<file path="config.mk">
export PLATFORM = sky130hd
export DESIGN_NAME = message_stitcher
export DESIGN_NICKNAME = d
export VERILOG_FILES = /design/src/rtl/message_pkg.sv /design/src/rtl/message_fifo.sv /design/src/rtl/message_stitcher.sv
export SDC_FILE = /design/constraint.sdc
export NUM_CORES = 1
export LEC_CHECK = 0
export ABC_AREA = 0
export BUFFER_PORTS_ARGS = -buffer_cell sky130_fd_sc_hd__buf_2
export CAP_MARGIN = 20
export CORE_MARGIN = 4
export CORE_UTILIZATION = 35
export DETAILED_ROUTE_END_ITERATION = 10
export GPL_TIMING_DRIVEN = 1
export MAX_ROUTING_LAYER = met4
export PLACE_DENSITY = 0.48
export SYNTH_ARGS = -nofsm -noshare
export SYNTH_HDL_FRONTEND = slang
export SYNTH_SLANG_ARGS = --single-unit
</file>
<file path="constraint.sdc">
create_clock -name clk -period 28.8 [get_ports clk]
set_input_delay 1.44 -clock clk [delete_from_list [all_inputs] [get_ports clk]]
set_output_delay 1.44 -clock clk [all_outputs]
set_load 0.01 [all_outputs]
</file>
<file path="src/rtl/message_pkg.sv">
// Definitions shared by the message slicer and stitcher: slot ordering and toggle handshake.
// Pure declarations, no logic; out_nd idles at TOGGLE_RESET_LEVEL and flips once per word.
package message_pkg;

  localparam logic TOGGLE_RESET_LEVEL = 1'b0;

  typedef enum logic {
    ST_IDLE = 1'b0,
    ST_GAP  = 1'b1
  } pace_state_e;

  // The k-th narrow word of a group lives in slot n_slices-1-k (top slice travels first).
  function automatic int unsigned slot_idx(input int unsigned n_slices, input int unsigned k);
    return n_slices - 1 - k;
  endfunction

endpackage

</file>
<file path="src/rtl/message_fifo.sv">
// Single-clock FIFO with combinational head; push visible to pop the cycle after it lands.
// A push while full is ignored unless a pop happens in the same cycle; pop on empty is ignored.
module message_fifo #(
  parameter int WIDTH     = 64,
  parameter int DEPTH     = 8,
  parameter int LOG_DEPTH = 3
) (
  input  logic             clk,
  input  logic             rst_n,
  input  logic             push,
  input  logic [WIDTH-1:0] push_dat,
  input  logic             pop,
  output logic [WIDTH-1:0] pop_dat,
  output logic             full,
  output logic             empty
);

  localparam int PW = LOG_DEPTH + 1;

  logic [WIDTH-1:0] mem_q [DEPTH];
  logic [PW-1:0]    wr_ptr_q, wr_ptr_d;
  logic [PW-1:0]    rd_ptr_q, rd_ptr_d;
  logic             do_push, do_pop;

  // Extra pointer MSB distinguishes full from empty when the index bits match.
  assign empty   = (wr_ptr_q == rd_ptr_q);
  assign full    = (wr_ptr_q[LOG_DEPTH] != rd_ptr_q[LOG_DEPTH]) &&
                   (wr_ptr_q[LOG_DEPTH-1:0] == rd_ptr_q[LOG_DEPTH-1:0]);
  assign pop_dat = mem_q[rd_ptr_q[LOG_DEPTH-1:0]];

  always_comb begin
    do_pop   = pop && !empty;
    do_push  = push && (!full || do_pop);
    wr_ptr_d = wr_ptr_q + PW'(do_push);
    rd_ptr_d = rd_ptr_q + PW'(do_pop);
  end

  always_ff @(posedge clk or negedge rst_n) begin
    if (!rst_n) begin
      wr_ptr_q <= '0;
      rd_ptr_q <= '0;
    end else begin
      wr_ptr_q <= wr_ptr_d;
      rd_ptr_q <= rd_ptr_d;
    end
  end

  always_ff @(posedge clk) begin
    if (do_push) mem_q[wr_ptr_q[LOG_DEPTH-1:0]] <= push_dat;
  end

endmodule

</file>
<file path="src/rtl/message_stitcher.sv">
// Packs N_SLICES narrow words into one wide word, queues it, and emits it as an out_nd toggle.
// Toggle one cycle after the completing word at best, then at most one per MIN_GAP; overflow drops and sets error.
module message_stitcher
  import message_pkg::*;
#(
  parameter int N_SLICES       = 2,
  parameter int WIDTH          = 32,
  parameter int FIFO_DEPTH     = 8,
  parameter int LOG_FIFO_DEPTH = 3,
  parameter int MIN_GAP        = 2
) (
  input  logic                      clk,
  input  logic                      rst_n,
  input  logic [WIDTH-1:0]          in_data,
  input  logic                      in_nd,
  input  logic                      flush,
  output logic [WIDTH*N_SLICES-1:0] out_data,
  output logic                      out_nd,
  output logic                      error
);

  localparam int OW = WIDTH * N_SLICES;
  localparam int CW = $clog2(N_SLICES);
  localparam int GW = $clog2(MIN_GAP + 1);

  logic [OW-1:0] data_q, data_d, word_w;
  logic [CW-1:0] cnt_q, cnt_d;
  logic          last_w, push, pop;
  logic          error_q, error_d;

  logic [OW-1:0] fifo_dat;
  logic          fifo_full, fifo_empty;

  pace_state_e   state_q, state_d;
  logic [GW-1:0] gap_q, gap_d;
  logic [OW-1:0] out_data_q, out_data_d;
  logic          out_nd_q, out_nd_d;

  // Unwritten slots stay zero because the accumulator is cleared on every push.
  always_comb begin
    word_w = data_q;
    if (in_nd) word_w[slot_idx(N_SLICES, 32'(cnt_q))*WIDTH +: WIDTH] = in_data;
    last_w = in_nd && (cnt_q == CW'(N_SLICES - 1));
    push   = last_w || (flush && (in_nd || (cnt_q != '0)));
    if (push) begin
      cnt_d  = '0;
      data_d = '0;
    end else begin
      cnt_d  = cnt_q + CW'(in_nd);
      data_d = word_w;
    end
    error_d = error_q | (push && fifo_full && !pop);
  end

  message_fifo #(
    .WIDTH    (OW),
    .DEPTH    (FIFO_DEPTH),
    .LOG_DEPTH(LOG_FIFO_DEPTH)
  ) u_fifo (
    .clk     (clk),
    .rst_n   (rst_n),
    .push    (push),
    .push_dat(word_w),
    .pop     (pop),
    .pop_dat (fifo_dat),
    .full    (fifo_full),
    .empty   (fifo_empty)
  );

  always_comb begin
    state_d    = state_q;
    gap_d      = gap_q;
    out_data_d = out_data_q;
    out_nd_d   = out_nd_q;
    pop        = 1'b0;
    case (state_q)
      ST_IDLE: begin
        if (!fifo_empty) begin
          pop        = 1'b1;
          out_data_d = fifo_dat;
          out_nd_d   = ~out_nd_q;
          gap_d      = GW'(MIN_GAP - 1);
          if (MIN_GAP > 1) state_d = ST_GAP;
        end
      end
      ST_GAP: begin
        gap_d = gap_q - GW'(1);
        if (gap_q <= GW'(1)) state_d = ST_IDLE;
      end
      default: state_d = ST_IDLE;
    endcase
  end

  always_ff @(posedge clk or negedge rst_n) begin
    if (!rst_n) begin
      data_q     <= '0;
      cnt_q      <= '0;
      error_q    <= 1'b0;
      state_q    <= ST_IDLE;
      gap_q      <= '0;
      out_data_q <= '0;
      out_nd_q   <= TOGGLE_RESET_LEVEL;
    end else begin
      data_q     <= data_d;
      cnt_q      <= cnt_d;
      error_q    <= error_d;
      state_q    <= state_d;
      gap_q      <= gap_d;
      out_data_q <= out_data_d;
      out_nd_q   <= out_nd_d;
    end
  end

  assign out_data = out_data_q;
  assign out_nd   = out_nd_q;
  assign error    = error_q;

endmodule

</file>
==> results.py, run 1 <==
metrics = {
    "run_status": {
        "outcome": "finished clean",
    },
    "pwr": {
        "fin_total_pwr_w": 0.00323,
        "switching_share_pct": 28.8,
        "p_clk_share_pct": 29.2,
        "switchingPower_w": 0.000931,
        "seqPwrFrac_pct": 42.1,
        "p_leak_nw": 10.3,
        "powerDensity_nw_per_um2": 110,
        "p_comb_share_pct": 28.8,
        "intPower_w": 0.00230,
        "vdd_ir_drop_max_uv": 49.1,
    },
    "sta": {
        "max_clock_freq_ghz": 0.293,
        "tightest_slew_ps": 1030,
        "tns_ps": 0,
        "rsz0062_at_grt": "false",
        "hold_viol": 0,
        "slew_headroom_pct": 31.3,
        "setup_violations": 0,
        "min_period_ps": 3410,
        "finClkSkew_ps": 22.1,
        "min_period_over_period_pct": 11.8,
        "final_max_slew_viol_count": 0,
    },
    "die": {
        "start_util_pct": 35.2,
        "num_rows": 98,
        "ios": 102,
        "die-area_sq_um": 76200,
        "fp.dieW_um": 276,
        "die_h_um": 276,
        "core_area_sq_um": 71400,
    },
    "routing": {
        "wl_per_cell_um": 23.7,
        "routed_wl_um": 54900,
        "vias_per_cell": 4.92,
        "dr.pass1.iters": 4,
        "drc_errors": 0,
        "antenna_left": 0,
        "drt_iter0_drc": 754,
        "num_vias": 11400,
    },
    "place": {
        "dpl.hpwl_um": 31200,
        "portBuffers": 101,
        "gp_congestion": 0.692,
    },
    "setup_path": {
        "start_kind": "input pin",
        "critPathKind": "input pin to flip-flop",
        "cp_max_fo": 44,
        "critPathMaxStageDelay_ps": 830,
        "cp.buffers_inverters": 5,
        "cp.required_ps": 29050,
        "ff2ff_path_depth": 5,
        "cpMaxStageDelayCell": "a211oi_4",
        "path_delay_family": "buffers and inverters",
        "endpoint_kind": "flip-flop",
        "cp_data_arrival_time_ps": 3660,
        "cp.depth": 8,
        "path_cells": "buf_2, inv_1, ha_1, inv_1, a21oi_4, buf_4, a211oi_4, buf_4",
    },
    "clock_network": {
        "cts_buffers": 74,
        "cts_hold_buf": 0,
        "cts_tree": "built",
        "clk_pin_slew_worst_paths_ps": 60,
        "cts_resized": 0,
        "cts_buffer_depth": 3,
        "htreeDepth": 3,
        "cts_setup_buffers": 0,
        "cts.sinks": 654,
        "clock-root-buffer": "clkbuf_16",
        "clk_latency_ps": 610,
    },
    "global_route": {
        "grt_pass1_vias": 12600,
        "grt_antenna_before_repair": 3,
        "grt_first_pass_wirelength_um": 83200,
        "gr-total-overflow": 0,
        "grt_use_total_pct": 14.9,
        "grt_start_max_net_pins": 61,
    },
    "synth": {
        "synth-edff-count": 512,
        "syn-mean-instance-area_sq_um": 21.8,
        "yosys_warnings": 0,
        "async_flop_share_pct": 21.7,
        "syn_inst": 1154,
        "syn_area_sq_um": 25100,
        "synth_fp_nets": 1197,
        "synth_cell_types": 32,
        "seq_area_frac_synth_pct": 75.3,
        "synth_seq_cells": 654,
        "ys.flop_type": "edfxtp_1",
    },
    "cells_and_area": {
        "drive_above_1_share_pct": 41.0,
        "post-route-util_pct": 41.1,
        "nets": 1344,
        "areaGrowthSynthToFinish_pct": 16.6,
        "num_antenna_cells": 0,
        "fill_cells": 6405,
    },
    "min_path": {
        "hp-class": "flip-flop to flip-flop",
        "holdPathStages": 1,
    },
    "run": {
        "drv_cap": 0,
    },
}
[sequential cells by signal, summed over array words and instances, names as in the netlist]
name and count:
u_fifo.mem_q 512, u_fifo.rd_ptr_q 4, gap_q 2, state_q 1, out_data 64, data_q 64
cnt_q 1, error 1, out_nd 1, u_fifo.wr_ptr_q 4
[metrics by stage]
stage          instances  setup WS, ps  hold WS (ps)  cell area (sq um)
6_report            2312         25390           467              29300
5_1_grt             2312         25230           501              29300
4_1_cts             2310         25160           469              29300
3_5_place_dp        2173         24700           460              26800
3_3_place_gp        2173         24680           455              26800
2_1_floorplan       1154         15990           465              25100
[worst paths after layout]
kind                       slack [ps]                         start                             to
max                             25390                         in_nd  u_fifo.mem_q[0][23]$_DFFE_PP_
min                               470            out_nd$_DFFE_PN0N_             out_nd$_DFFE_PN0N_
max reg2reg                     25640  u_fifo.rd_ptr_q[1]$_DFF_PN0_  u_fifo.mem_q[0][23]$_DFFE_PP_
min reg2reg                       470            out_nd$_DFFE_PN0N_             out_nd$_DFFE_PN0N_
max in group asynchronous       26040                         rst_n   u_fifo.rd_ptr_q[2]$_DFF_PN0_
min in group asynchronous         750                         rst_n       out_data[26]$_DFFE_PN0N_
[layout by cell type (no fill, tap or decap), types with 28 or more instances in the layout]
cell	n
edfxtp_1	512
mux2_2	186
dfrtp_1	139
mux4_2	125
buf_2	100
clkbuf_16	77
and2_1	67
clkbuf_1	31
buf_4	28
[power groups by stage]
stage	clock network [W]	logic [W]	registers [W]
after global placement	0	0.000930	0.00139
final	0.000943	0.000930	0.00136
after floorplan	0	0.000661	0.00140
after detailed placement	0	0.000938	0.00140
after global routing	0.00101	0.00102	0.00138
after CTS	0.000973	0.000940	0.00138
[layout make-up]
class | count | area [sq um] | share of cell area [%]
Clock buffer | 115 | 2140 | 7.30
Clock inverter | 22 | 318 | 1.08
Inverter | 6 | 22.5 | 0.0768
Multi-Input combinational cell | 434 | 5930 | 20.2
Sequential cell | 654 | 18900 | 64.6
Tap cell | 950 | 1190 | 4.05
Timing Repair Buffer | 131 | 777 | 2.65
[cells in the mapped netlist, drive strengths merged, types with 2 or more instances]
master | n | area share (%)
a211oi | 2 | 0.060
and2 | 67 | 1.7
inv | 6 | 0.090
clkbuf | 24 | 0.36
mux4 | 128 | 12
mux2 | 192 | 8.6
edfxtp | 512 | 61
nand3 | 2 | 0.040
a2111oi | 6 | 0.21
xor2 | 7 | 0.24
ha | 7 | 0.35
a21oi | 3 | 0.060
nand2b | 2 | 0.050
xnor2 | 2 | 0.070
nand2 | 5 | 0.075
buf | 36 | 1.0
dfrtp | 142 | 14
nor2 | 3 | 0.045
[layer usage]
metal | vias up | wire [um] | track usage, %
met5 | - | 0 | -
met4 | 0 | 1280 | 4.11
met3 | 92 | 1840 | 2.67
met2 | 207 | 26800 | 23.8
met1 | 6122 | 25000 | 20.0
li1 | 4949 | - | -
[logic make-up after synthesis]
family,synth area share (%)
flops,75.3
buf+inv,1.48
mux,20.1
xor+xnor,0.314
compound gates,0.498
simple gates,1.95
fa+ha+maj,0.348
Note: power is estimated with default switching activity, not from simulation.
==> inputs of run 2 (changes only) <==
- clock period: 28.8 -> 3.5 ns (I/O delays scaled with it)
==> run 2 against run 1 <==
  * Worst hold slack lost 420 ps
  * Power increased to 8.1 times the previous value
  * Clock-buffer cell count decreased by 13
  * Die area did not move
  * Flip-flop and latch count is the same
  * Critical path depth decreased by 1
  * Wire length is 4.4% higher
  * Sequential power grew to 8.2 times the previous value
  * Utilization about the same
  * Non-clock buffer count is 5 higher
  * Setup slack got worse by 25000 ps
  * Clock power increased to 7.6 times the previous value
  * Critical path type is now flip-flop to flip-flop
==> results.py, run 2 (synthesis results as in run 1) <==
metrics = {
    "clock_network": {
        "clock-root-buffer": "clkbuf_16",
        "htreeDepth": 3,
        "clk_pin_slew_worst_paths_ps": 60,
        "cts.sinks": 654,
        "cts_buffer_depth": 3,
        "cts_resized": 0,
        "cts_tree": "built",
        "cts_setup_buffers": 0,
        "cts_buffers": 73,
        "clk_latency_ps": 610,
    },
    "die": {
        "die-area_sq_um": 76200,
        "num_rows": 98,
        "fp.dieW_um": 276,
        "core_area_sq_um": 71400,
        "ios": 102,
        "start_util_pct": 35.2,
        "die_h_um": 276,
    },
    "setup_path": {
        "cpMaxStageDelayCell": "buf_4",
        "critPathKind": "flip-flop to flip-flop",
        "cp_max_fo": 44,
        "critPathMaxStageDelay_ps": 700,
        "path_delay_family": "buffers and inverters",
        "endpoint_kind": "flip-flop",
        "start_kind": "flip-flop",
        "path_cells": "inv_1, ha_1, inv_1, a21oi_4, buf_4, a2111oi_4, buf_4",
        "cp.required_ps": 3710,
        "cp.buffers_inverters": 4,
        "cp_data_arrival_time_ps": 2870,
    },
    "pwr": {
        "switchingPower_w": 0.00782,
        "p_clk_share_pct": 27.2,
        "fin_total_pwr_w": 0.0263,
        "vdd_ir_drop_max_uv": 702,
        "intPower_w": 0.0184,
        "p_leak_nw": 10.2,
        "powerDensity_nw_per_um2": 896,
        "seqPwrFrac_pct": 42.3,
        "p_comb_share_pct": 30.5,
        "switching_share_pct": 29.8,
    },
    "cells_and_area": {
        "layout_commonest_cell": "edfxtp_1",
        "largest_reg_flops": 512,
        "design_area_sq_um": 29300,
        "nets": 1348,
        "fill_cells": 6365,
        "layout_common_cells": "edfxtp_1, mux2_2, dfrtp_1",
        "num_antenna_cells": 0,
        "areaGrowthSynthToFinish_pct": 16.6,
        "drive_above_1_share_pct": 41.3,
    },
    "place": {
        "dpl.hpwl_um": 31600,
        "gp_congestion": 0.716,
        "placed_area_sq_um": 27000,
        "portBuffers": 101,
    },
    "sta": {
        "max_clock_freq_ghz": 0.375,
        "setup_violations": 0,
        "rsz0062_at_grt": "false",
        "hold_viol": 0,
        "tightest_slew_ps": 1030,
        "finClkSkew_ps": 29.3,
        "min_period_ps": 2660,
        "final_max_slew_viol_count": 0,
        "slew_headroom_pct": 31.0,
        "tns_ps": 0,
        "min_period_over_period_pct": 76.1,
    },
    "global_route": {
        "grt_start_max_net_pins": 131,
        "gr-total-overflow": 0,
        "grt_pass1_vias": 12600,
        "grt_use_total_pct": 15.6,
        "met1_usage_pct": 20.7,
        "grt_first_pass_wirelength_um": 85800,
        "met3_usage_pct": 2.95,
        "grt_antenna_before_repair": 0,
        "met2_usage_pct": 25.1,
        "gr-max-usage-layer": "met2",
    },
    "routing": {
        "vias_per_cell": 4.96,
        "routed_wl_um": 57300,
        "wl_per_cell_um": 24.8,
        "num_vias": 11500,
        "antenna_left": 0,
        "dr.pass1.iters": 5,
        "drc_errors": 0,
        "drt_iter0_drc": 808,
    },
    "min_path": {
        "hp-class": "input pin to flip-flop",
    },
    "run_status": {
        "outcome": "finished clean",
    },
    "run": {
        "drv_cap": 0,
    },
}
==> run 2: what timing repair did <==
action,CTS,global route
hold buffers,3,0
endpoints found under the setup margin,0,0
hold endpoints to repair,73,0
==> run 2: stage by stage <==
stage	hold slack (ps)	utilization [%]	setup WS [ps]	std cells
floorplan	-121	-	-673	1154
global placement	319	37.9	835	2177
detailed placement	321	37.9	766	2177
CTS	8.13	41.1	720	2312
global route	45.3	41.1	664	2312
finish	51.6	41.1	836	2312
==> run 2: layer usage <==
metal / vias up / share of wire (%) / wire (um)
met5: - / 0 / 0
met1: 6229 / 45 / 25600
met3: 85 / 3.6 / 2080
met2: 218 / 50 / 28400
met4: 0 / 2.0 / 1160
li1: 4944 / - / -
==> run 2: worst register-to-register path: stages, from the launching register on <==
cell       delay [ps]
dfrtp_1           440
inv_1              70
ha_1              190
inv_1             120
a21oi_4           130
buf_4             270
a2111oi_4         340
buf_4             700
==> run 2: final cells by class <==
type	count	area, sq um	share of cell area [%]
Clock inverter	30	223	0.760
Clock buffer	102	2010	6.85
Timing Repair Buffer	136	870	2.97
Tap cell	950	1190	4.06
Sequential cell	654	18900	64.6
Multi-Input combinational cell	434	6060	20.7
Inverter	6	22.5	0.0768
==> run 2: path summary, 6_finish.rpt <==
path	from	end	slack, ps	cells after the start
max in group asynchronous	rst_n	data_q[59]$_DFF_PN0_	2310	3
min in group asynchronous	rst_n	out_data[26]$_DFFE_PN0N_	230	2
worst max-delay path	cnt_q$_DFF_PN0_	u_fifo.mem_q[7][4]$_DFFE_PP_	840	7
worst min register to register	out_nd$_DFFE_PN0N_	out_nd$_DFFE_PN0N_	460	1
worst min-delay path	in_data[28]	u_fifo.mem_q[0][28]$_DFFE_PP_	50	2
worst max register to register	cnt_q$_DFF_PN0_	u_fifo.mem_q[7][4]$_DFFE_PP_	840	7
==> run 2: power by group through the flow <==
| stage | sequential (W) | combinational [W] | clock [W] |
|---|---|---|---|
| 2_1_floorplan | 0.0113 | 0.00566 | 0 |
| 3_3_place_gp | 0.0112 | 0.00821 | 0 |
| 3_5_place_dp | 0.0113 | 0.00828 | 0 |
| 4_1_cts | 0.0111 | 0.00829 | 0.00737 |
| 5_1_grt | 0.0113 | 0.00872 | 0.00772 |
| 6_report | 0.0111 | 0.00802 | 0.00715 |
==> inputs of run 3 (changes only) <==
- ABC_AREA: 0 -> 1
- clock period: 3.5 -> 2.6 ns (I/O delays scaled with it)
==> run 3 against run 2 <==
  * Via count increased by 66%
  * Worst hold slack got worse by 24 ps
  * Clock power increased by 41%
  * Sequential power increased by 35%
  * Final area increased by 13%
  * Non-clock buffer count increased by 51
  * Register-to-register slack got worse by 480 ps
  * Utilization decreased by 0.074 points
  * Synthesized cell count increased to 2.6 times the previous value
  * Power increased by 49%
  * Sequential share of layout area decreased by 7.3 points
==> results.py, run 3 <==
metrics = {
    "routing": {
        "vias_per_cell": 4.50,
        "wl_per_cell_um": 18.2,
        "drt_iter0_drc": 1293,
        "num_vias": 19100,
        "antenna_left": 0,
        "dr.pass1.iters": 5,
        "drc_errors": 0,
        "routed_wl_um": 77300,
    },
    "synth": {
        "synth_area_leaders": "edfxtp_1, nand2_1, dfrtp_1",
        "synth_cell_types": 22,
        "syn-mean-instance-area_sq_um": 9.49,
        "yosys_warnings": 0,
        "async_flop_share_pct": 21.7,
        "synth_seq_cells": 654,
        "seq_area_frac_synth_pct": 66.6,
        "syn_area_sq_um": 28400,
        "ys.flop_type": "edfxtp_1",
        "synth_fp_nets": 3038,
        "synth-edff-count": 512,
        "syn_inst": 2995,
        "netlist.area_leader.share_pct": 54.1,
        "synth.most_common_cell": "nand2_1",
        "synthTopCellsByCount": "nand2_1, inv_1, edfxtp_1",
        "yosysTopAreaCell": "edfxtp_1",
    },
    "clock_network": {
        "cts_tree": "built",
        "cts.sinks": 654,
        "clk_latency_ps": 610,
        "cts_buffer_depth": 3,
        "clock-root-buffer": "clkbuf_16",
        "cts_setup_buffers": 0,
        "htreeDepth": 3,
        "cts_buffers": 73,
        "cts_resized": 0,
        "clk_pin_slew_worst_paths_ps": 60,
    },
    "run_status": {
        "outcome": "finished clean",
    },
    "pwr": {
        "p_leak_nw": 15.8,
        "vdd_ir_drop_max_uv": 1150,
        "fin_total_pwr_w": 0.0390,
        "switching_share_pct": 38.2,
        "powerDensity_nw_per_um2": 1180,
        "p_comb_share_pct": 35.7,
        "seqPwrFrac_pct": 38.5,
        "p_clk_share_pct": 25.8,
        "switchingPower_w": 0.0149,
        "intPower_w": 0.0241,
    },
    "sta": {
        "timing.hold.ws_ps": 27.1,
        "rsz0062_at_grt": "false",
        "tns_ps": 0,
        "slew_headroom_pct": 23.1,
        "hold_viol": 0,
        "setup_violations": 0,
        "min_period_ps": 2240,
        "max_clock_freq_ghz": 0.447,
        "final_max_slew_viol_count": 0,
        "tightest_slew_ps": 1140,
        "min_period_over_period_pct": 86.1,
        "finClkSkew_ps": 23.8,
    },
    "setup_path": {
        "cp_max_fo": 25,
        "start_kind": "flip-flop",
        "cp_data_arrival_time_ps": 2490,
        "path_cells": "nand2_2, buf_12, o21ai_0",
        "critPathKind": "flip-flop to flip-flop",
        "critPathMaxStageDelay_ps": 800,
        "cp.required_ps": 2850,
        "endpoint_kind": "flip-flop",
        "cpMaxStageDelayCell": "o21ai_0",
        "ff2ff_path_depth": 3,
    },
    "run": {
        "drv_cap": 0,
    },
    "cells_and_area": {
        "layout_common_cells": "nand2_1, inv_1, edfxtp_1",
        "layout.area.seq_sq_um": 18900,
        "layout_commonest_cell": "nand2_1",
        "areaGrowthSynthToFinish_pct": 16.2,
        "post-route-util_pct": 41.0,
        "largest_reg_flops": 512,
        "drive_above_1_share_pct": 9.05,
        "multi_input_comb_area_sq_um": 6410,
        "nets": 3166,
        "num_antenna_cells": 0,
        "fill_cells": 7822,
    },
    "min_path": {
        "holdPathStages": 3,
        "hp-class": "input pin to flip-flop",
    },
    "place": {
        "portBuffers": 101,
        "gp_congestion": 0.764,
        "dpl.hpwl_um": 43600,
    },
    "die": {
        "ios": 102,
        "fp.dieW_um": 293,
        "die-area_sq_um": 85800,
        "num_rows": 104,
        "die_h_um": 293,
        "core_area_sq_um": 80500,
        "start_util_pct": 35.3,
    },
    "global_route": {
        "grt_start_max_net_pins": 155,
        "gr-total-overflow": 0,
        "grt_use_total_pct": 18.6,
        "grt_first_pass_wirelength_um": 118000,
        "grt_pass1_vias": 18900,
        "grt_antenna_before_repair": 1,
    },
}
## run 3: cell type report
type                    count  share of cell area [%]
flip-flops and latches    654                    57.3
clock buffers             113                    6.49
well taps                1060                    4.02
inverters                 660                    7.53
clock inverters            22                   0.561
repair buffers            187                    4.63
multi-input cells        1547                    19.4
## run 3: power by group through the flow
| stage | logic [W] | registers [W] | clock network (W) |
|---|---|---|---|
| 2_1_floorplan | 0.00888 | 0.0152 | 0 |
| 3_3_place_gp | 0.0140 | 0.0152 | 0 |
| 3_5_place_dp | 0.0142 | 0.0153 | 0 |
| 4_1_cts | 0.0143 | 0.0151 | 0.0103 |
| 5_1_grt | 0.0159 | 0.0152 | 0.0108 |
| 6_report | 0.0140 | 0.0150 | 0.0101 |
## run 3: critical path, delay by kind of cell (launching register included)
family	cells	cell delay, ps
AND/OR/NAND/NOR	1	370
AO/OA/AOI/OAI	1	800
buffers and inverters	1	310
flip-flops	1	380
## run 3: repair_timing
action                                  CTS  global route
endpoints found under the setup margin    0             0
endpoints found under the hold margin   163             1
hold buffers                             23             1
## run 3: logic make-up after synthesis
family	after synthesis	share of synthesized area (%)
simple gates	1469	20.7
buf+inv	794	11.1
flops	654	66.6
compound gates	67	1.20
fa+ha+maj	7	0.308
xor+xnor	4	0.123
## run 3: stage by stage
| stage | area, sq um | std cells | setup WS, ps |
|---|---|---|---|
| CTS | 33000 | 4240 | 278 |
| global route | 33000 | 4243 | 123 |
| finish | 33000 | 4243 | 361 |
| detailed placement | 30400 | 4082 | 302 |
| floorplan | 28500 | 2995 | 73.1 |
| global placement | 30400 | 4081 | 432 |
## run 3: path summary, 6_finish.rpt
kind	startpoint	to	slack, ps
setup / recovery	cnt_q$_DFF_PN0_	u_fifo.mem_q[0][27]$_DFFE_PP_	360
hold / removal	in_data[0]	data_q[32]$_DFF_PN0_	30
setup reg to reg	cnt_q$_DFF_PN0_	u_fifo.mem_q[0][27]$_DFFE_PP_	360
hold reg to reg	error$_DFF_PN0_	error$_DFF_PN0_	470
max in group asynchronous	rst_n	out_data[49]$_DFFE_PN0N_	1470
min in group asynchronous	rst_n	out_data[38]$_DFFE_PN0N_	80
## run 3: routing by layer
metal | track usage, % | vias to the layer above | wire length, um
met5 | - | - | 0
met4 | 4.87 | 0 | 1850
met3 | 2.74 | 124 | 3440
met2 | 29.6 | 400 | 35800
met1 | 25.3 | 9172 | 36200
li1 | - | 9411 | -
